File: src/rtl/cpu_pkg.sv
// Shared types and constants for the ARM core's fetch stage.
package cpu_pkg;

  typedef enum logic [1:0] {
    F_REQ  = 2'd0,
    F_WAIT = 2'd1,
    F_HOLD = 2'd2
  } fetch_state_t;

  // MOV R0,R0 - issued to the datapath whenever no valid instruction matches PCF.
  localparam logic [31:0] NOP_INSTR = 32'hE1A00000;

endpackage

File: src/rtl/flopenr.sv
// Enabled register with synchronous active-high reset to zero.
module flopenr #(
  parameter int WIDTH = 8
) (
  input  logic             clk,
  input  logic             reset,
  input  logic             en,
  input  logic [WIDTH-1:0] d,
  output logic [WIDTH-1:0] q
);

  always_ff @(posedge clk) begin
    if (reset)   q <= '0;
    else if (en) q <= d;
  end

endmodule

File: src/rtl/imem_fetch_ctrl.sv
// Fetch-stage instruction-memory controller: one outstanding req/gnt/rvalid
// transaction, same-cycle bypass of read data, and a one-entry hold buffer.
//
// Bus handshake: imem_req is asserted only in F_REQ and imem_addr holds
// {PCF[31:2],2'b00}; a transfer is accepted in the cycle imem_req & imem_gnt.
// Exactly one imem_rvalid is expected per accepted request, at least one
// cycle later; imem_rvalid seen outside F_WAIT is ignored.
module imem_fetch_ctrl
  import cpu_pkg::*;
(
  input  logic        clk,
  input  logic        reset,
  input  logic [31:0] PCF,
  input  logic        StallF,
  input  logic        RedirectF,
  output logic [31:0] InstrF,
  output logic        FetchStallF,
  output logic        imem_req,
  output logic [31:0] imem_addr,
  input  logic        imem_gnt,
  input  logic        imem_rvalid,
  input  logic [31:0] imem_rdata
);

  fetch_state_t state_q, state_d;
  logic         drop_q, drop_d;
  logic         buf_valid_q, buf_valid_d;
  logic         tag_en, buf_en;
  logic [29:0]  tag_q;
  logic [31:0]  buf_q;
  logic         tag_match;
  logic         hold_hit;

  // Masking (rather than slicing) keeps every PCF bit referenced.
  assign imem_addr = PCF & 32'hFFFF_FFFC;
  assign tag_match = (tag_q == PCF[31:2]);
  assign hold_hit  = buf_valid_q & tag_match & ~RedirectF;

  flopenr #(.WIDTH(30)) u_tag_reg (
    .clk   (clk),
    .reset (reset),
    .en    (tag_en),
    .d     (PCF[31:2]),
    .q     (tag_q)
  );

  flopenr #(.WIDTH(32)) u_buf_reg (
    .clk   (clk),
    .reset (reset),
    .en    (buf_en),
    .d     (imem_rdata),
    .q     (buf_q)
  );

  always_ff @(posedge clk) begin
    if (reset) begin
      state_q     <= F_REQ;
      drop_q      <= 1'b0;
      buf_valid_q <= 1'b0;
    end else begin
      state_q     <= state_d;
      drop_q      <= drop_d;
      buf_valid_q <= buf_valid_d;
    end
  end

  always_comb begin
    state_d     = state_q;
    drop_d      = drop_q;
    buf_valid_d = buf_valid_q;
    tag_en      = 1'b0;
    buf_en      = 1'b0;
    imem_req    = 1'b0;
    InstrF      = NOP_INSTR;
    FetchStallF = 1'b1;

    if (!reset) begin
      unique case (state_q)
        F_REQ: begin
          imem_req = 1'b1;
          if (imem_gnt) begin
            tag_en  = 1'b1;
            drop_d  = RedirectF;
            state_d = F_WAIT;
          end
        end

        F_WAIT: begin
          if (RedirectF) drop_d = 1'b1;
          if (imem_rvalid) begin
            // A redirect in the rvalid cycle also makes this response stale.
            if (drop_q || RedirectF || !tag_match) begin
              state_d = F_REQ;
            end else begin
              InstrF      = imem_rdata;
              FetchStallF = 1'b0;
              if (StallF) begin
                buf_en      = 1'b1;
                buf_valid_d = 1'b1;
                state_d     = F_HOLD;
              end else begin
                state_d = F_REQ;
              end
            end
          end
        end

        F_HOLD: begin
          if (hold_hit) begin
            InstrF      = buf_q;
            FetchStallF = 1'b0;
          end
          if (!(hold_hit && StallF)) begin
            buf_valid_d = 1'b0;
            state_d     = F_REQ;
          end
        end

        default: state_d = F_REQ;
      endcase
    end
  end

endmodule

File: config.mk
export PLATFORM = sky130hd
export DESIGN_NAME = imem_fetch_ctrl
export DESIGN_NICKNAME = d
export VERILOG_FILES = /design/src/rtl/cpu_pkg.sv /design/src/rtl/flopenr.sv /design/src/rtl/imem_fetch_ctrl.sv
export SDC_FILE = /design/constraint.sdc
export NUM_CORES = 1
export LEC_CHECK = 0
export BUFFER_PORTS_ARGS = -buffer_cell sky130_fd_sc_hd__buf_2
export CORE_AREA = 5 5 92 94
export CTS_BUF_LIST = sky130_fd_sc_hd__clkbuf_4
export CTS_CLUSTER_SIZE = 14
export DETAILED_ROUTE_END_ITERATION = 7
export DIE_AREA = 0 0 97 99
export GPL_TIMING_DRIVEN = 0
export PLACE_DENSITY = 0.82
export SYNTH_ARGS = -nofsm -noshare
export SYNTH_HDL_FRONTEND = slang
export SYNTH_SLANG_ARGS = --single-unit
File: constraint.sdc
create_clock -name clk -period 3.5 [get_ports clk]
set_input_delay 0.7 -clock clk [delete_from_list [all_inputs] [get_ports clk]]
set_output_delay 0.7 -clock clk [all_outputs]
set_load 0.02 [all_outputs]
==> Yosys cells after proc, flatten, opt, wreduce, memory -nomap -nowiden <==
Index checks and enable logic that the tools add are counted.
{ "op_classes": {"n_eq_ne": 9, "muxes": 34, "n_bitwise": 3, "reduce_logical": 10} }
{ "op_table": {"columns": ["op", "count"], "rows": [
  ["2-to-1 mux 32 bit", 4],
  ["one-hot mux 32 bit (2 select lines)", 1],
  ["equality test 30 bit", 1],
  ["2-to-1 mux 1 bit", 20],
  ["!= test 2 bit, second input constant", 6],
  ["2-to-1 mux 2 bit", 5],
  ["one-hot mux 1 bit (2 select lines)", 3],
  ["one-hot mux 2 bit (3 select lines)", 1],
  ["AND reduction 3 bit", 2],
  ["AND reduction 5 bit", 1],
  ["nonzero test 2 bit", 2],
  ["bitwise AND 1 bit", 2],
  ["equality test 2 x 1 -> 1 bit, second input constant", 1],
  ["equality test 2 bit, second input constant", 1],
  ["logical NOT 2 bit", 1],
  ["logical OR 1 bit", 2],
  ["logical AND 1 bit", 1],
  ["logical NOT 1 bit", 1],
  ["NOT 1 bit", 1]
]} }
{ "word_totals": {"regBits": 66, "input_bits": 70, "output_inout_bits": 66, "wordCells": 61} }

==> Depth between registers and ports, before layout <==
{ "logic_depth": {"word_depth": 7, "mapped_depth": 8, "mapped_depth_nobuf": 6} }

==> Cells and area by module <==
A second synthesis with hierarchy kept.
{ "hier_totals": {"cells_unflattened": 404, "area_unflattened_um2": 3796.1} }
{ "modules_own_cells": {"columns": ["mod", "n_inst", "cells_per_inst", "area_per_inst_um2", "seq_area_each_um2"], "rows": [
  ["imem_fetch_ctrl", 1, 204, 1536.5, 80.1],
  ["flopenr (u_buf_reg)", 1, 103, 1163.6, 640.6],
  ["flopenr (u_tag_reg)", 1, 97, 1096.1, 600.6]
]} }

==> Worst setup path after synthesis <==
No wires, ideal clock.
{ "synth_timing": {"path_kind": "in2out", "startpoint": "input PCF[22]", "endpoint": "output InstrF[10]", "arrival_time_ns": 2.551, "t_required_ns": 2.800, "slack_ns": 0.249, "path_stages": 7, "n_path_buf": 1, "path_cell_list": "xor2_1 nor4_1 nand4_2 nor3_4 buf_6 nand3_1 a21oi_1"} }
{ "synth_between": {"elab_chain_len": 7, "word_cells_on_any_way": 10, "classes_between": "eq/ne (1); mux (5); bitwise (2); reduce/logical (2)"} }
{ "synth_lines": {"columns": ["item", "line_no", "source"], "rows": [
  ["start: declaration", "imem_fetch_ctrl.sv:13", "input logic [31:0] PCF,"],
  ["equality test 30 bit *", "imem_fetch_ctrl.sv:36", "assign tag_match = (tag_q == PCF[31:2]);"],
  ["logical NOT 1 bit", "imem_fetch_ctrl.sv:92", "if (drop_q || RedirectF || !tag_match) begin"],
  ["logical OR 1 bit", "imem_fetch_ctrl.sv:92", null],
  ["2-to-1 mux 32 bit", "imem_fetch_ctrl.sv:92", null],
  ["2-to-1 mux 32 bit", "imem_fetch_ctrl.sv:90", "if (imem_rvalid) begin"],
  ["one-hot mux 32 bit (2 select lines) *", "imem_fetch_ctrl.sv:78", "unique case (state_q)"],
  ["2-to-1 mux 32 bit *", "imem_fetch_ctrl.sv:77", "if (!reset) begin"],
  ["end: declaration", "imem_fetch_ctrl.sv:16", "output logic [31:0] InstrF,"]
]} }
Every way passes the cells marked *; elsewhere a longest branch is shown, timed or not.

==> Worst setup path in the final report <==
{ "layout_timing": {"startpoint": "input PCF[22]", "endpoint": "output InstrF[21]"} }
Same word-level chain as after synthesis.

==> results by group <==
Run status
  – Status: complete, but fails checks
  – Failing checks: setup timing

STA
  – Final min period: roughly 3.5 ns
  – Slew margin rel.: between 60% and 70%
  – Fmax: 0.2845 GHz
  – Slew Viols, Final: 0
  – Endpoints failing setup: 1
  – Fin crit share: 100.4%
  – Setup Skew: ~0.013 ns
  – Fin. Hold Viols: 0
  – Hold slack: 0.4840 ns
  – Tightest Pin Transition: 0.5346 ns
  – Final WS setup: -0.01488 ns

Global route
  – Number of global-route vias before repair: approximately 3800
  – Largest net degree at the start of global routing: 13
  – GR Util All Layers: between 20% and 30%
  – Grt ovf: 0
  – First-pass GRT wire length: 17460 um
  – Initial antenna violation count: 0

Worst setup path
  – CP Data Required Time: ~2.8 ns
  – Crit Path Category: input port to output port
  – Critical Path AT: 2.81 ns
  – Crit start category: input port
  – CP endpoint kind: output port
  – Max FO, Critical Path: 7
  – FF-to-FF setup slack: 1.05 ns

Cells and area
  – Nets: 722
  – Layout cell share with drive strength beyond 1: 33.49%
  – Ant diodes: 0
  – Area grow syn2layout: 26.93%
  – Fill cells: 668

Synth
  – Mapped Cells: 496
  – Top cell type by total area after synthesis: dfxtp_1
  – EDFF count, synth: 0
  – Primary FF master, synth: dfxtp_1
  – Sequential area share after synthesis: 34.46%
  – Commonest cells post-synth: 66 x dfxtp_1, 63 x nand2_1, 63 x o21ai_0
  – Yosys warns: 0
  – Top post-synthesis cells by area: dfxtp_1 34%, nand2b_1 10%, o21ai_0 8.2%, xor2_1 6.9%, buf_4 6.5%
  – Top cell type's share of synthesized area: about 34%
  – Synthesized area per cell: between 7 and 8 um2
  – Yosys reg bits: 66
  – Synth cell types: 40
  – Post-Syn Area: approximately 3800 um2
  – Count leader, synth: dfxtp_1
  – Post-synth ARST share: 0%

Clock tree
  – Skew-Pair Late Insertion Delay: 0.41 ns
  – CTS tree: built
  – Worst-path clk slew: around 0.1 ns
  – CTS Buf Count: 9
  – Clock Path Buffers: 2
  – CTS Hold Bufs: 0
  – Root buf cell: clkbuf_4
  – H-tree Lvls: 3
  – Clock sinks: 66

Route
  – Starting DRT DRC Count: 266
  – Routed Antenna Nets: 0
  – DR vias/cell: approximately 5.3
  – Routed Wire Length: around 11000 um
  – DRC viols: 0
  – Routed len/inst: 14.21 um
  – Routed via count: approximately 4000
  – Drt pass-1 iters: 8

Floorplan
  – I/O pins: about 140
  – Total core area: between 7000 and 8000 um2
  – Die area: just under 10000 um2
  – Initial Util: 50.66%
  – # rows: 32
  – Chip height: roughly 99 um
  – Die Wd: 97 um

Power and ir drop
  – Static Leakage: 2.032 nW
  – Pwr dens: 314.6 nW/um2
  – Peak VDD IR: 181.3 uV

Hold path
  – Hold crit path type: flop to flop

Placement
  – Final HPWL DP: between 8000 and 9000 um
  – Port bufs: 131
  – GP Congestion: roughly 0.89
  – Place WS: -0.2683 ns

Flow run
  – Max-cap violations: 0
[routing by layer]
| layer | share of wire, % | track usage, % | wire length (um) | up-vias |
|---|---|---|---|---|
| li1 | - | - | - | 1959 |
| met4 | 2.3 | 7.343 | 252 | 0 |
| met2 | 47 | 36.04 | 5086 | 198 |
| met5 | 0 | 0 | 0 | - |
| met1 | 41 | 27.35 | 4370 | 1854 |
| met3 | 9.6 | 5.449 | 1031 | 27 |
[critical path: stages]
cell	delay (ns)
buf_2	0.12
xor2_1	0.15
nor4_2	0.36
nand4_2	0.10
buf_4	0.18
nor3_4	0.39
buf_4	0.19
nor3b_1	0.25
o22ai_1	0.17
buf_2	0.20
[logic make-up (layout without fill, tap and decap cells)]
family	after synthesis	in the layout	share of synthesized area, %
other	1	2	0.09782
multiplexers	1	1	0.2611
AND/OR/NAND/NOR	216	216	31.30
AO/OA/AOI/OAI	105	105	14.75
buffers and inverters	74	231	11.29
XOR/XNOR	30	30	6.854
adder cells (fa/ha/maj)	3	3	0.9792
flip-flops	66	66	34.46
[layout by cell type, fill, tap and decap left out, types with 4 or more instances in the layout]
cell type and instances:
a21oi_1 23, buf_2 132, buf_4 46, buf_6 5, clkbuf_1 22, clkbuf_4 10
dfxtp_1 66, inv_1 6, nand2_1 63, nand2b_1 62, nand3_1 49, nor2_1 4
nor4_1 8, nor4_2 5, o21ai_0 63, o22ai_1 7, xor2_1 30
[through the flow]
stage / TNS (ns) / total power, mW / cells / instance area (um2) / utilization, %
3_3_place_gp: -7.097 / 1.098 / 730 / 4621 / 61.06
6_report: -0.01488 / 1.531 / 756 / 4866 / 64.30
4_1_cts: 0 / 1.531 / 752 / 4778 / 63.14
5_1_grt: -0.2653 / 1.609 / 756 / 4866 / 64.30
2_1_floorplan: 0 / 0.9912 / 497 / 3837 / -
3_5_place_dp: -7.249 / 1.108 / 730 / 4621 / 61.06
[area by class of cell]
cell class / instances / area (um2) / share of cell area [%]
inverters: 7 / 26.28 / 0.5400
flip-flops and latches: 66 / 1321 / 27.15
plain buffers: 67 / 409.1 / 8.408
well taps: 102 / 127.6 / 2.623
clock buffers: 9 / 67.56 / 1.389
repair buffers: 141 / 750.7 / 15.43
clock inverters: 7 / 45.04 / 0.9257
multi-input cells: 357 / 2118 / 43.53
[state kept, by name (all words and copies together), names as in the netlist]
| name | count |
|---|---|
| u_buf_reg.q | 32 |
| u_tag_reg.q | 30 |
| state_q | 2 |
| buf_valid_q | 1 |
| drop_q | 1 |
[timing repair]
action / in CTS / in global routing
pin swaps: 4 / 3
endpoints found under the setup margin: 33 / 31
gates cloned: 0 / 0
resized for setup: 0 / 14
setup buffers: 6 / 4
[worst paths after layout]
| path | from | endpoint | cells after the start |
|---|---|---|---|
| worst max-delay path | PCF[22] | InstrF[21] | 10 |
| worst min-delay path | u_buf_reg.q[11] | u_buf_reg.q[11] | 2 |
| worst max register to register | u_tag_reg.q[11] | u_buf_reg.q[18] | 8 |
| worst min register to register | u_buf_reg.q[11] | u_buf_reg.q[11] | 2 |
[report_power, final]
| part | total (mW) | internal (mW) | switching [mW] |
|---|---|---|---|
| clock network | 0.430 | 0.143 | 0.287 |
| logic | 0.300 | 0.127 | 0.173 |
| registers | 0.801 | 0.781 | 0.0199 |
| total | 1.53 | 1.05 | 0.480 |
Note: power is estimated with default switching activity, not from simulation.
